<file path="config.mk">
export PLATFORM = sky130hd
export DESIGN_NAME = vga_read_iface
export DESIGN_NICKNAME = d
export VERILOG_FILES = /design/src/rtl/vga_pkg.sv /design/src/rtl/vga_color_cmp.sv /design/src/rtl/vga_read_iface.sv
export SDC_FILE = /design/constraint.sdc
export NUM_CORES = 1
export LEC_CHECK = 0
export BUFFER_PORTS_ARGS = -buffer_cell sky130_fd_sc_hd__clkbuf_2
export CAP_MARGIN = 40
export CORE_MARGIN = 1
export CORE_UTILIZATION = 54
export CTS_CLUSTER_DIAMETER = 60
export DETAILED_ROUTE_END_ITERATION = 16
export PLACE_DENSITY = 0.79
export SKIP_CTS_REPAIR_TIMING = 1
export SYNTH_ARGS = -nofsm -noshare
export SYNTH_HDL_FRONTEND = slang
export SYNTH_SLANG_ARGS = --single-unit
</file>
<file path="constraint.sdc">
create_clock -name wb_clk_i -period 2.5 [get_ports wb_clk_i]
set_clock_uncertainty 0.15 [all_clocks]
set_input_delay 0.125 -clock wb_clk_i [delete_from_list [all_inputs] [get_ports wb_clk_i]]
set_output_delay 0.125 -clock wb_clk_i [all_outputs]
set_load 0.05 [all_outputs]
</file>
<file path="src/rtl/vga_pkg.sv">
// Shared types and constants for the VGA CPU read path.
package vga_pkg;

  localparam int unsigned NUM_PLANES = 4;

  typedef enum logic [1:0] {
    ST_IDLE = 2'd0,
    ST_READ = 2'd1,
    ST_ACK  = 2'd2
  } state_t;

  typedef enum logic {
    RD_MODE_PLANE = 1'b0,
    RD_MODE_CMP   = 1'b1
  } read_mode_t;

  typedef logic [NUM_PLANES-1:0][15:0] plane_words_t;

  // Byte lane fed to a plane latch: high byte only for an upper-lane access.
  function automatic logic [7:0] lane_byte(input logic [15:0] w, input logic [1:0] sel);
    return (sel == 2'b10) ? w[15:8] : w[7:0];
  endfunction

endpackage

</file>
<file path="src/rtl/vga_color_cmp.sv">
// Colour-compare read: one match bit per pixel across the enabled planes.
// Only built when VGA_READ_MODE1_EN is defined.
`ifdef VGA_READ_MODE1_EN
module vga_color_cmp
  import vga_pkg::*;
(
  input  plane_words_t words,
  input  logic [3:0]   color_compare,
  input  logic [3:0]   color_dont_care,
  output logic [15:0]  match
);

  always_comb begin
    match = '1;
    for (int unsigned b = 0; b < 16; b++) begin
      for (int unsigned p = 0; p < NUM_PLANES; p++) begin
        if (color_dont_care[p] && (words[p][b] != color_compare[p])) begin
          match[b] = 1'b0;
        end
      end
    end
  end

endmodule
`endif

</file>
<file path="src/rtl/vga_read_iface.sv">
// CPU read port of the VGA plane memory: fetches all four planes per access.
// Colour-compare read mode is enabled by defining VGA_READ_MODE1_EN.
module vga_read_iface
  import vga_pkg::*;
(
  input  logic        wb_clk_i,
  input  logic        wb_rst_ni,
  input  logic [16:1] wbs_adr_i,
  input  logic [1:0]  wbs_sel_i,
  input  logic        wbs_stb_i,
  output logic [15:0] wbs_dat_o,
  output logic        wbs_ack_o,
  output logic [17:1] wbm_adr_o,
  output logic        wbm_stb_o,
  input  logic [15:0] wbm_dat_i,
  input  logic        wbm_ack_i,
  input  logic        memory_mapping1,
  input  logic        read_mode,
  input  logic [1:0]  read_map_select,
  input  logic [3:0]  color_compare,
  input  logic [3:0]  color_dont_care,
  output logic [7:0]  latch0,
  output logic [7:0]  latch1,
  output logic [7:0]  latch2,
  output logic [7:0]  latch3
);

  state_t       state, state_next;
  logic [1:0]   plane, plane_next;
  plane_words_t words, words_next;
  logic         load;
  logic [14:0]  offset;
  logic [15:0]  dat_next;
  logic         unused_adr;

  assign unused_adr = wbs_adr_i[16];
  assign offset     = memory_mapping1 ? {1'b0, wbs_adr_i[14:1]} : wbs_adr_i[15:1];
  assign wbm_adr_o  = {plane, offset};
  assign wbm_stb_o  = (state == ST_READ);
  assign wbs_ack_o  = (state == ST_ACK);

  always_comb begin
    state_next = state;
    plane_next = plane;
    words_next = words;
    load       = 1'b0;
    case (state)
      ST_IDLE: begin
        if (wbs_stb_i) begin
          state_next = ST_READ;
          plane_next = '0;
        end
      end
      ST_READ: begin
        // An abandoned CPU cycle drops whatever planes were already fetched.
        if (!wbs_stb_i) begin
          state_next = ST_IDLE;
          plane_next = '0;
          words_next = '0;
        end else if (wbm_ack_i) begin
          words_next[plane] = wbm_dat_i;
          plane_next        = plane + 2'd1;
          if (plane == 2'd3) begin
            state_next = ST_ACK;
            load       = 1'b1;
          end
        end
      end
      ST_ACK:  state_next = ST_IDLE;
      default: state_next = ST_IDLE;
    endcase
  end

`ifdef VGA_READ_MODE1_EN
  logic [15:0] cmp_match;

  vga_color_cmp u_color_cmp (
    .words           (words_next),
    .color_compare   (color_compare),
    .color_dont_care (color_dont_care),
    .match           (cmp_match)
  );

  assign dat_next = (read_mode_t'(read_mode) == RD_MODE_CMP) ? cmp_match
                                                             : words_next[read_map_select];
`else
  logic unused_mode;

  assign unused_mode = ^{read_mode, color_compare, color_dont_care};
  assign dat_next    = words_next[read_map_select];
`endif

  always_ff @(posedge wb_clk_i or negedge wb_rst_ni) begin
    if (!wb_rst_ni) begin
      state     <= ST_IDLE;
      plane     <= '0;
      words     <= '0;
      wbs_dat_o <= '0;
      latch0    <= '0;
      latch1    <= '0;
      latch2    <= '0;
      latch3    <= '0;
    end else begin
      state <= state_next;
      plane <= plane_next;
      words <= words_next;
      // Output data and latches see the final plane word on the same edge it arrives.
      if (load) begin
        wbs_dat_o <= dat_next;
        latch0    <= lane_byte(words_next[0], wbs_sel_i);
        latch1    <= lane_byte(words_next[1], wbs_sel_i);
        latch2    <= lane_byte(words_next[2], wbs_sel_i);
        latch3    <= lane_byte(words_next[3], wbs_sel_i);
      end
    end
  end

endmodule

</file>
==> Word level (Yosys, flattened, before mapping) <==
Cells that the tools add are included.
{ "word_totals": {"ff_bits": 116, "inputBits": 50, "out_inout_bits": 67, "wordCells": 53} }
{ "classes": {"addsub": 1, "order_cmp": 3, "n_eq_ne": 7, "n_mux": 26, "n_reduce_logical": 5} }
{ "op_table": {"columns": ["cell", "n"], "rows": [
  ["64-bit 2-to-1 mux", 3],
  ["64-bit bitwise mux", 1],
  ["16-bit binary-select mux with 2-bit select", 1],
  ["16-bit demux with 2-bit select", 1],
  ["16-bit 2-to-1 mux", 2],
  ["8-bit 2-to-1 mux", 4],
  ["15-bit 2-to-1 mux", 1],
  ["2-bit 2-to-1 mux", 7],
  ["2-bit case mux with 2 select lines", 2],
  ["2-bit equality test, second input constant", 3],
  ["2-bit by 3-bit less-than comparator with 1-bit output, second input constant", 2],
  ["3-bit by 2-bit inequality test with 1-bit output, second input constant", 2],
  ["3-bit AND reduction", 2],
  ["1-bit 2-to-1 mux", 4],
  ["2-bit by 1-bit adder with 2-bit output, second input constant", 1],
  ["2-bit by 1-bit equality test with 1-bit output, second input constant", 1],
  ["2-bit by 1-bit >= comparator with 1-bit output, second input constant", 1],
  ["2-bit logical NOT", 1],
  ["2-bit inequality test, second input constant", 1],
  ["2-bit nonzero test", 1],
  ["1-bit logical AND", 1]
]} }

==> Depth between registers and ports, before layout <==
Gate-level depths: netlist (run 1).
{ "logic_depth": {"word_depth": 10, "ltp_mapped": 9, "depth_no_buf": 7} }

==> Worst setup path before layout (run 1) <==
No wires, ideal clock.
{ "synth_timing": {"path_type": "reg-to-reg", "startpoint": "register plane[0]", "endpoint": "register wbs_dat_o[7]", "setup_time_ns": 0.146, "t_arrival_ns": 1.992, "required_ns": 2.204, "path_slack_ns": 0.212, "path_stages_with_launch": 10, "n_path_buf": 2, "synth_period_minus_slack_ns": 2.288, "cell_sequence": "dfrtp_1 > inv_1 > ha_1 > nand2_1 > a21o_1 > buf_4 > buf_6 > o2bb2ai_1 > a222oi_1 > o41ai_1"} }
{ "synth_rtl": {"columns": ["item", "line_no", "text"], "rows": [
  ["start: declaration", "vga_read_iface.sv:29", "logic [1:0] plane, plane_next;"],
  ["start signal: assignment", "vga_read_iface.sv:105", "plane <= plane_next;"],
  ["end signal: assignment", "vga_read_iface.sv:109", "wbs_dat_o <= dat_next;"],
  ["end: declaration", "vga_read_iface.sv:11", "output logic [15:0] wbs_dat_o,"]
]} }

==> metrics.csv, run 1 <==
stage,metric,value,unit
critical_path,"Data required, critical path",2750,ps
critical_path,worst path bufs/invs,1,
critical_path,startpoint class of the critical path,flip-flop,
layout,area grow syn2layout,22.3,%
place,placed cells,632,
critical_path,Setup crit end kind,flip-flop,
pwr,Tot Pwr,4.74,mW
floorplanning,full die area,0.0102,mm²
place,area post-placement,0.00565,mm²
layout,# diodes,0,
timing,crit path time final,2390,ps
timing,final worst path period share,95.7,%
clocking,worst skew pair latency,530,ps
layout,"commonest non-fill, non-tap cell in the layout",dfrtp_1,
grt,pin count of the biggest net entering global routing,49,
clocking,CTS tree,built,
clocking,CTS buffer count,17,
layout,"Design Area, Final",0.00645,mm²
detailed_routing,drt pass-1 iters,7,
critical_path,CP Cell Sequence,inv_1 > ha_1 > nand2_1 > a21o_2 > a22o_1 > a222oi_1 > o21ai_1,
layout,layout cell share with drive strength beyond 1,25.2,%
grt,first-pass GRT wire length,20.8,mm
timing,Setup Viol. Count Final,0,
clocking,clock slew at reported path FFs,60,ps
timing,fin. max-slew vios,0,
synth,register bit total from synthesis,116,
synth,synthesized area per cell,11.6,µm²
floorplanning,Site Rows,35,
pwr,Power Density,735,mW/mm²
place,Port Buffers,78,
critical_path,flop-to-flop setup slack,110,ps
timing,Tightest Pin Transition,753,ps
synth,Most used DFF post-synth,dfrtp_1,
floorplanning,die width,101,µm
detailed_routing,ANT nets after route,0,
synth,main area contributors after synthesis,"dfrtp_1 55%, a22o_1 8.6%, mux2i_1 8.2%",
clocking,clk root buf,clkbuf_8,
timing,Final WS setup,108,ps
critical_path,Crit Path Class,reg2reg,
floorplanning,core area,0.00933,mm²
detailed_routing,total vias in the final route,4193,
synth,post-synthesis net count,510,
synth,top-area cell type share of the netlist area,55.1,%
detailed_routing,WL/cell,20.1,µm
job,number of max-cap violations,0,
critical_path,Worst path max stage delay,440,ps
synth,mapped cell area,0.00527,mm²
timing,worst hold margin,-4.27,ps
detailed_routing,drt initial violations,519,
clocking,H-tree depth,4,
outcome,run status,"complete, but fails checks",
grt,initial antenna violation count,0,
layout,fin cells,685,
critical_path,reg2reg start,plane[0]$_DFFE_PN0P_,
pwr,VDD IR-drop max,0.000480,V
synth,cell count after synthesis,455,
synth,Post-synth EDFFs,0,
grt,total track usage,27.9,%
critical_path,worst-case reg-to-reg path depth,7,
floorplanning,Starting Density,56.5,%
floorplanning,IO Pins,117,
place,post-DP HPWL,8.92,mm
critical_path,CP max stage cell,dfrtp_1,
layout,# nets final,598,
synth,Synth area leader,dfrtp_1,
critical_path,worst reg2reg path endpoint,wbs_dat_o[4]$_DFFE_PN0P_,
synth,"Async S/R FF share, synth",100,%
detailed_routing,Vias/cell,6.12,
grt,GRT overflow,0,
detailed_routing,routed wire length,13.8,mm
timing,relative slew slack,49.7,%
outcome,failing checks,hold timing,
timing,Final Hold Viols,2,
clocking,CTS Sinks,116,
timing,RSZ-0062 raised after global routing,no,
timing,setup TNS,0,ps
layout,most frequent cells in the layout,"116 x dfrtp_1, 77 x clkbuf_2, 52 x a22o_1",
floorplanning,Die Y,101,µm
synth,register area share after synthesis,55.1,%
hold_path,min-delay worst type,in2async,
grt,vias in the first global route,3918,
detailed_routing,drt drc,0,
timing,Max Clk Rate,418,MHz
critical_path,Crit Path Max Fanout,17,
critical_path,data arrival time of the worst path,2640,ps
critical_path,worst setup path start,plane[0]$_DFFE_PN0P_,
critical_path,Top Family by Delay on Critical Path,compound AO/OA/AOI/OAI gates,
synth,Syn. warnings,0,
clocking,CTS max path bufs,2,
place,GP Congestion,0.891,
synth,Yosys cell types,46,
pwr,Leak,3.27,nW
layout,utilization after layout,69.1,%
place,setup slack at placement,123,ps
-- report_power, final --
part / leakage, nW / internal, mW / total, mW / switching, mW
sequential: 1.61 / 1.93 / 1.95 / 0.0242
combinational: 1.38 / 0.138 / 0.412 / 0.274
clock: 0.287 / 1.44 / 2.37 / 0.929
total: 3.27 / 3.51 / 4.74 / 1.23
-- how the worst max path moves through the flow --
stage                                end  depth (start not counted)
4_1_cts         wbs_dat_o[3]$_DFFE_PN0P_                          7
6_report        wbs_dat_o[4]$_DFFE_PN0P_                          7
3_3_place_gp    wbs_dat_o[9]$_DFFE_PN0P_                          7
3_5_place_dp   wbs_dat_o[12]$_DFFE_PN0P_                          7
2_1_floorplan   wbs_dat_o[7]$_DFFE_PN0P_                          9
5_1_grt         wbs_dat_o[4]$_DFFE_PN0P_                          7
-- worst reg2reg max path, stage by stage (launching register included) --
cell	delay [ps]
dfrtp_1	440
inv_1	180
ha_1	210
nand2_1	110
a21o_2	370
a22o_1	330
a222oi_1	360
o21ai_1	120
-- layout make-up --
class | instances | area, µm²
Tap cell | 129 | 161
Clock inverter | 15 | 168
Inverter | 8 | 32.5
Clock buffer | 17 | 414
Multi-Input combinational cell | 285 | 2040
Sequential cell | 116 | 2900
Fill cell | 667 | 2880
Timing Repair Buffer | 115 | 723
-- routing by layer --
layer  wire (µm)  share of wire (%)  vias to the layer above  GRT usage [%]
li1            -                  -                     1866              -
met1        5730                 42                     2021           38.4
met2        6440                 47                      265           41.0
met3        1190                8.7                       41           7.77
met4         397                2.9                        0           13.6
met5           0                  0                        -              0
-- registers in the layout, indices dropped and copies added (netlist names) --
| signal | cells |
|---|---|
| latch1 | 8 |
| plane | 2 |
| latch0 | 8 |
| state | 2 |
| latch3 | 8 |
| words | 64 |
| wbs_dat_o | 16 |
| latch2 | 8 |
-- logic make-up after synthesis --
kind of cell,synth area share [%]
multiplexers,8.17
adder cells (fa/ha/maj),1.19
AO/OA/AOI/OAI,21.3
AND/OR/NAND/NOR,7.95
buffers and inverters,6.32
flip-flops,55.1
-- cell usage after synthesis (7+ instances only) --
cell and count:
dfrtp_1 116, a22o_1 52, nand2_1 44, mux2i_1 43
o21ai_0 33, buf_4 22, nand3_1 13, nor2_1 13
a21o_1 10, clkbuf_1 10, a222oi_1 7, o22ai_1 7
No activity file was read; power rests on OpenSTA's default activity.
==> inputs of run 2 (changes only) <==
- REMOVE_ABC_BUFFERS: default -> 1
==> run 2 against run 1 <==
Largest cell class unchanged. Cell area up 0.80%. Combinational power decreased by 2%. Hold slack got worse by 38 ps. Final cell count up 0.44%. Sequential power about the same. Clock power is essentially flat. Wire length up 0.38%. Setup slack improved by 8.8 ps. The run still ends with hold timing left. Utilization rose by 0.55 points.
==> metrics.csv, run 2 (synthesis gave the netlist of run 1 again) <==
stage,metric,value,unit,change
outcome,run status,"complete, but fails checks",,
outcome,failing checks,hold timing,,
critical_path,startpoint class of the critical path,flip-flop,,
timing,worst hold margin,-42.3,ps,-38.0 ps
grt,first-pass GRT wire length,21.4,mm,+2.6%
pwr,Leak,3.28,nW,+0.44%
timing,Setup Viol. Count Final,0,,unchanged
grt,total track usage,28.4,%,+0.49 points
timing,Tightest Pin Transition,625,ps,-128 ps
timing,setup TNS,0,ps,unchanged
critical_path,Crit Path Max Fanout,17,,unchanged
critical_path,"Data required, critical path",2730,ps,-20 ps
layout,utilization after layout,69.7,%,+0.55 points
hold_path,min-delay worst type,in2reg,,
clocking,H-tree depth,4,,unchanged
grt,vias in the first global route,4092,,+4.4%
layout,filler cell count in the final layout,644,,-3.4%
floorplanning,IO Pins,117,,unchanged
job,number of max-cap violations,0,,unchanged
layout,Multi-input gate area,0.00204,mm²,about the same
detailed_routing,drt initial violations,352,,-32%
timing,relative slew slack,58.3,%,+8.6 points
layout,max FFs per register,64,,unchanged
layout,area grow syn2layout,23.3,%,
grt,pin count of the biggest net entering global routing,62,,+27%
pwr,VDD IR-drop max,0.000383,V,-20%
place,post-DP HPWL,8.66,mm,-2.9%
layout,"commonest non-fill, non-tap cell in the layout",dfrtp_1,,
layout,"Design Area, Final",0.00650,mm²,+0.80%
place,GP Congestion,0.835,,-6.3%
layout,# diodes,0,,unchanged
floorplanning,full die area,0.0102,mm²,unchanged
timing,Max Clk Rate,420,MHz,+0.37%
critical_path,worst-case reg-to-reg path depth,7,,unchanged
grt,initial antenna violation count,0,,unchanged
critical_path,Setup crit end kind,flip-flop,,
place,area post-placement,0.00570,mm²,+0.84%
detailed_routing,ANT nets after route,0,,unchanged
floorplanning,die width,101,µm,unchanged
timing,Final Hold Viols,3,,+1
place,setup slack at placement,105,ps,-17.9 ps
timing,final worst path period share,95.3,%,-0.35 points
detailed_routing,total vias in the final route,4185,,-0.19%
timing,crit path time final,2380,ps,-8.77 ps
detailed_routing,drt drc,0,,unchanged
layout,most frequent cells in the layout,"116 x dfrtp_1, 77 x clkbuf_2, 52 x a22o_1",,
clocking,CTS Sinks,116,,unchanged
detailed_routing,drt pass-1 iters,5,,-2
timing,RSZ-0062 raised after global routing,no,,
timing,Final WS setup,116,ps,+8.77 ps
layout,largest registers,"words: 64 flops, wbs_dat_o: 16 flops",,
grt,GRT overflow,0,,unchanged
critical_path,Crit Path Class,reg2reg,,
clocking,CTS tree,built,,
floorplanning,Starting Density,56.5,%,unchanged
layout,# nets final,602,,+0.67%
critical_path,data arrival time of the worst path,2610,ps,-30 ps
floorplanning,Die Y,101,µm,unchanged
timing,fin. max-slew vios,0,,unchanged
clocking,clock slew at reported path FFs,60,ps,about the same
clocking,CTS max path bufs,2,,unchanged
clocking,clk root buf,clkbuf_8,,
hold_path,Hold Crit Depth,4,,
detailed_routing,Vias/cell,6.08,,-0.63%
floorplanning,core area,0.00933,mm²,unchanged
pwr,Power Density,728,mW/mm²,-0.83%
clocking,worst skew pair latency,520,ps,about the same
floorplanning,Site Rows,35,,unchanged
detailed_routing,WL/cell,20.1,µm,about the same
layout,layout cell share with drive strength beyond 1,25.2,%,+0.044 points
place,Port Buffers,78,,unchanged
layout,storage element area,0.00290,mm²,unchanged
layout,largest reg by FF count,words,,
clocking,CTS buffer count,17,,unchanged
detailed_routing,routed wire length,13.8,mm,+0.38%
run 2: cell count changes in the layout (fill, tap and decap cells not counted), sizes merged:
cell         change
clkinv           +2
inv              -7
dlygate4sd3      +1
bufinv           +1
buf              +3
clkinvlp         +3
run 2: worst paths after layout:
| path | from | slack (ps) | to |
|---|---|---|---|
| min in group asynchronous | wb_rst_ni | 10 | wbs_dat_o[6]$_DFFE_PN0P_ |
| max in group asynchronous | wb_rst_ni | 1220 | words[40]$_DFF_PN0_ |
| worst min register to register | latch2[1]$_DFFE_PN0P_ | 320 | latch2[1]$_DFFE_PN0P_ |
| worst max register to register | plane[0]$_DFFE_PN0P_ | 120 | wbs_dat_o[6]$_DFFE_PN0P_ |
| worst min-delay path | wbs_sel_i[0] | -40 | latch0[7]$_DFFE_PN0P_ |
| worst max-delay path | plane[0]$_DFFE_PN0P_ | 120 | wbs_dat_o[6]$_DFFE_PN0P_ |
run 2: power breakdown:
| group | switching [mW] | internal [mW] | total (mW) |
|---|---|---|---|
| Combinational | 0.263 | 0.139 | 0.402 |
| Sequential | 0.0253 | 1.93 | 1.95 |
| Clock | 0.875 | 1.50 | 2.38 |
| Total | 1.16 | 3.57 | 4.73 |
run 2: worst max-delay path: stages, from the launching register on:
cell and delay (ps):
dfrtp_1 450, inv_1 150, ha_1 240, nand2_1 120, a21o_2 380, a22o_1 310, a222oi_1 260, o21ai_1 170
run 2: area by class of cell:
cell class	count	area share, %
clock buffer	17	6.37
inverter	8	0.501
multi-input combinational	285	31.4
tap	129	2.48
clock inverter	14	2.50
timing repair buffer	119	12.0
sequential	116	44.7
run 2: stage by stage:
step                instances  hold WS, ps  power (mW)
detailed placement        635         -154        2.35
finish                    688        -42.3        4.73
floorplan                 409         -321        2.19
global route              688         14.7        4.86
CTS                       666         -702        4.71
global placement          635         -156        2.34
run 2: routing by layer:
layer / up-vias / track usage [%] / wire [µm]
met3: 29 / 9.08 / 1050
met2: 214 / 43.9 / 6760
li1: 1870 / - / -
met1: 2072 / 36.4 / 5700
met4: 0 / 13.9 / 295
met5: - / 0 / 0
==> inputs of run 3 (changes only) <==
==> constraint.sdc (replaced) <==
create_clock -name wb_clk_i -period 2.5 [get_ports wb_clk_i]
set_clock_uncertainty 0.15 [all_clocks]
set_input_delay 0.375 -clock wb_clk_i [delete_from_list [all_inputs] [get_ports wb_clk_i]]
set_output_delay 0.375 -clock wb_clk_i [all_outputs]
set_load 0.05 [all_outputs]
==> run 3 against run 2 <==
The flow now finishes without violations. Setup slack gained 44 ps. Global-route usage up 0.63 points. Combinational power fell by 4%. Highest routed layer unchanged. Largest cell class unchanged.
==> metrics.csv, run 3 (synthesis gave the netlist of run 1 again) <==
stage,metric,value,unit,change
detailed_routing,routed wire length,14.0,mm,+1.8%
clocking,CTS Sinks,116,,unchanged
timing,fin. max-slew vios,0,,unchanged
critical_path,startpoint class of the critical path,flip-flop,,
floorplanning,core area,0.00933,mm²,unchanged
place,Port Buffers,78,,unchanged
pwr,Power Density,787,mW/mm²,+8.0%
clocking,worst skew pair latency,520,ps,about the same
clocking,CTS max path bufs,2,,unchanged
place,GP Congestion,0.858,,+2.7%
clocking,CTS tree,built,,
detailed_routing,Vias/cell,6.30,,+3.6%
critical_path,Setup crit end kind,flip-flop,,
layout,max FFs per register,64,,unchanged
floorplanning,full die area,0.0102,mm²,unchanged
detailed_routing,WL/cell,21.0,µm,+4.7%
critical_path,worst setup path start,plane[0]$_DFFE_PN0P_,,
layout,layout cell share with drive strength beyond 1,25.9,%,+0.70 points
hold_path,Hold Path Origin,wbm_dat_i[6],,
timing,crit path time final,2340,ps,-43.8 ps
timing,setup TNS,0,ps,unchanged
layout,"commonest non-fill, non-tap cell in the layout",dfrtp_1,,
layout,# nets final,583,,-3.2%
grt,vias in the first global route,4156,,+1.6%
timing,relative slew slack,59.4,%,+1.2 points
job,number of max-cap violations,0,,unchanged
hold_path,min-delay worst type,in2reg,,
critical_path,Crit Path Class,reg2reg,,
floorplanning,die width,101,µm,unchanged
detailed_routing,drt initial violations,296,,-16%
layout,area grow syn2layout,21.5,%,
hold_path,Hold Crit Depth,2,,-2
pwr,VDD IR-drop max,0.000445,V,+16%
layout,# diodes,0,,unchanged
layout,filler cell count in the final layout,652,,+1.2%
grt,total track usage,29.1,%,+0.63 points
layout,most frequent cells in the layout,"116 x dfrtp_1, 77 x clkbuf_2, 52 x a22o_1",,
floorplanning,IO Pins,117,,unchanged
detailed_routing,total vias in the final route,4215,,+0.72%
layout,"Design Area, Final",0.00640,mm²,-1.5%
clocking,clock slew at reported path FFs,60,ps,about the same
detailed_routing,drt drc,0,,unchanged
critical_path,worst-case reg-to-reg path depth,7,,unchanged
grt,pin count of the biggest net entering global routing,70,,+13%
grt,GRT overflow,0,,unchanged
outcome,run status,"finished, final reports clean",,
timing,Setup Viol. Count Final,0,,unchanged
critical_path,data arrival time of the worst path,2560,ps,-50 ps
clocking,H-tree depth,4,,unchanged
critical_path,Crit Path Max Fanout,17,,unchanged
clocking,CTS buffer count,17,,unchanged
critical_path,"Data required, critical path",2720,ps,about the same
layout,largest reg by FF count,words,,
layout,largest registers,"words: 64 flops, wbs_dat_o: 16 flops",,
floorplanning,Starting Density,56.5,%,unchanged
floorplanning,Die Y,101,µm,unchanged
layout,Multi-input gate area,0.00205,mm²,+0.55%
place,area post-placement,0.00572,mm²,+0.48%
place,post-DP HPWL,8.73,mm,+0.76%
clocking,clk root buf,clkbuf_8,,
floorplanning,Site Rows,35,,unchanged
timing,Final Hold Viols,0,,-3
layout,storage element area,0.00290,mm²,unchanged
timing,final worst path period share,93.6,%,-1.8 points
timing,Tightest Pin Transition,607,ps,-17.6 ps
grt,initial antenna violation count,0,,unchanged
critical_path,reg2reg start,plane[0]$_DFFE_PN0P_,,
pwr,Leak,3.26,nW,-0.82%
detailed_routing,ANT nets after route,0,,unchanged
detailed_routing,drt pass-1 iters,7,,+2
grt,first-pass GRT wire length,21.9,mm,+2.6%
timing,Max Clk Rate,427,MHz,+1.9%
run 3: cell types whose count changed in the layout (fill, tap and decap cells not counted), moves of 2 or more:
cell	previous run	this run
bufinv_16	3	6
clkbuf_1	0	3
clkbuf_8	1	3
clkinv_2	5	1
clkinvlp_4	4	2
dlygate4sd3_1	22	1
run 3: through the flow:
step / setup slack, ps / utilization (%) / total power, mW / instances / hold slack, ps
after global placement: 189 / 61.4 / 2.34 / 637 / 46.8
final: 160 / 68.6 / 5.04 / 669 / 16.6
after global routing: -4.34 / 68.6 / 5.16 / 669 / 11.8
after floorplan: -624 / - / 2.19 / 409 / -70.6
after detailed placement: -4.63 / 61.4 / 2.36 / 637 / 49.5
after CTS: -27.1 / 68.4 / 5.04 / 668 / -493
run 3: layer usage:
layer	global-route usage, %	share of wire (%)	vias to the layer above
met2	46.1	49	256
met1	38.2	41	2088
met4	10.7	2.3	0
met3	8.39	8.1	39
met5	0	0	-
li1	-	-	1832
run 3: layout make-up:
class | count | share of cell area, %
Clock buffer | 22 | 7.07
Clock inverter | 9 | 3.13
Inverter | 8 | 0.508
Multi-Input combinational cell | 285 | 32.1
Sequential cell | 116 | 45.3
Tap cell | 129 | 2.52
Timing Repair Buffer | 100 | 9.34
run 3: path summary, 6_finish.rpt:
check	endpoint	slack (ps)
setup reg to reg	wbs_dat_o[0]$_DFFE_PN0P_	160
max in group asynchronous	words[20]$_DFF_PN0_	1430
hold reg to reg	latch2[1]$_DFFE_PN0P_	330
min in group asynchronous	latch1[0]$_DFFE_PN0P_	60
hold / removal	words[54]$_DFF_PN0_	20
setup / recovery	wbs_dat_o[0]$_DFFE_PN0P_	160
run 3: critical path: stages, from the launching register on:
cell,delay [ps]
dfrtp_1,440
inv_1,140
ha_1,210
nand2_1,130
a21o_4,340
a22o_1,290
a222oi_1,300
o21ai_0,180
run 3: power by group:
part	switching, mW	total (mW)	internal [mW]
Clock	0.830	2.70	1.87
Combinational	0.266	0.387	0.122
Sequential	0.0267	1.95	1.93
Total	1.12	5.04	3.91
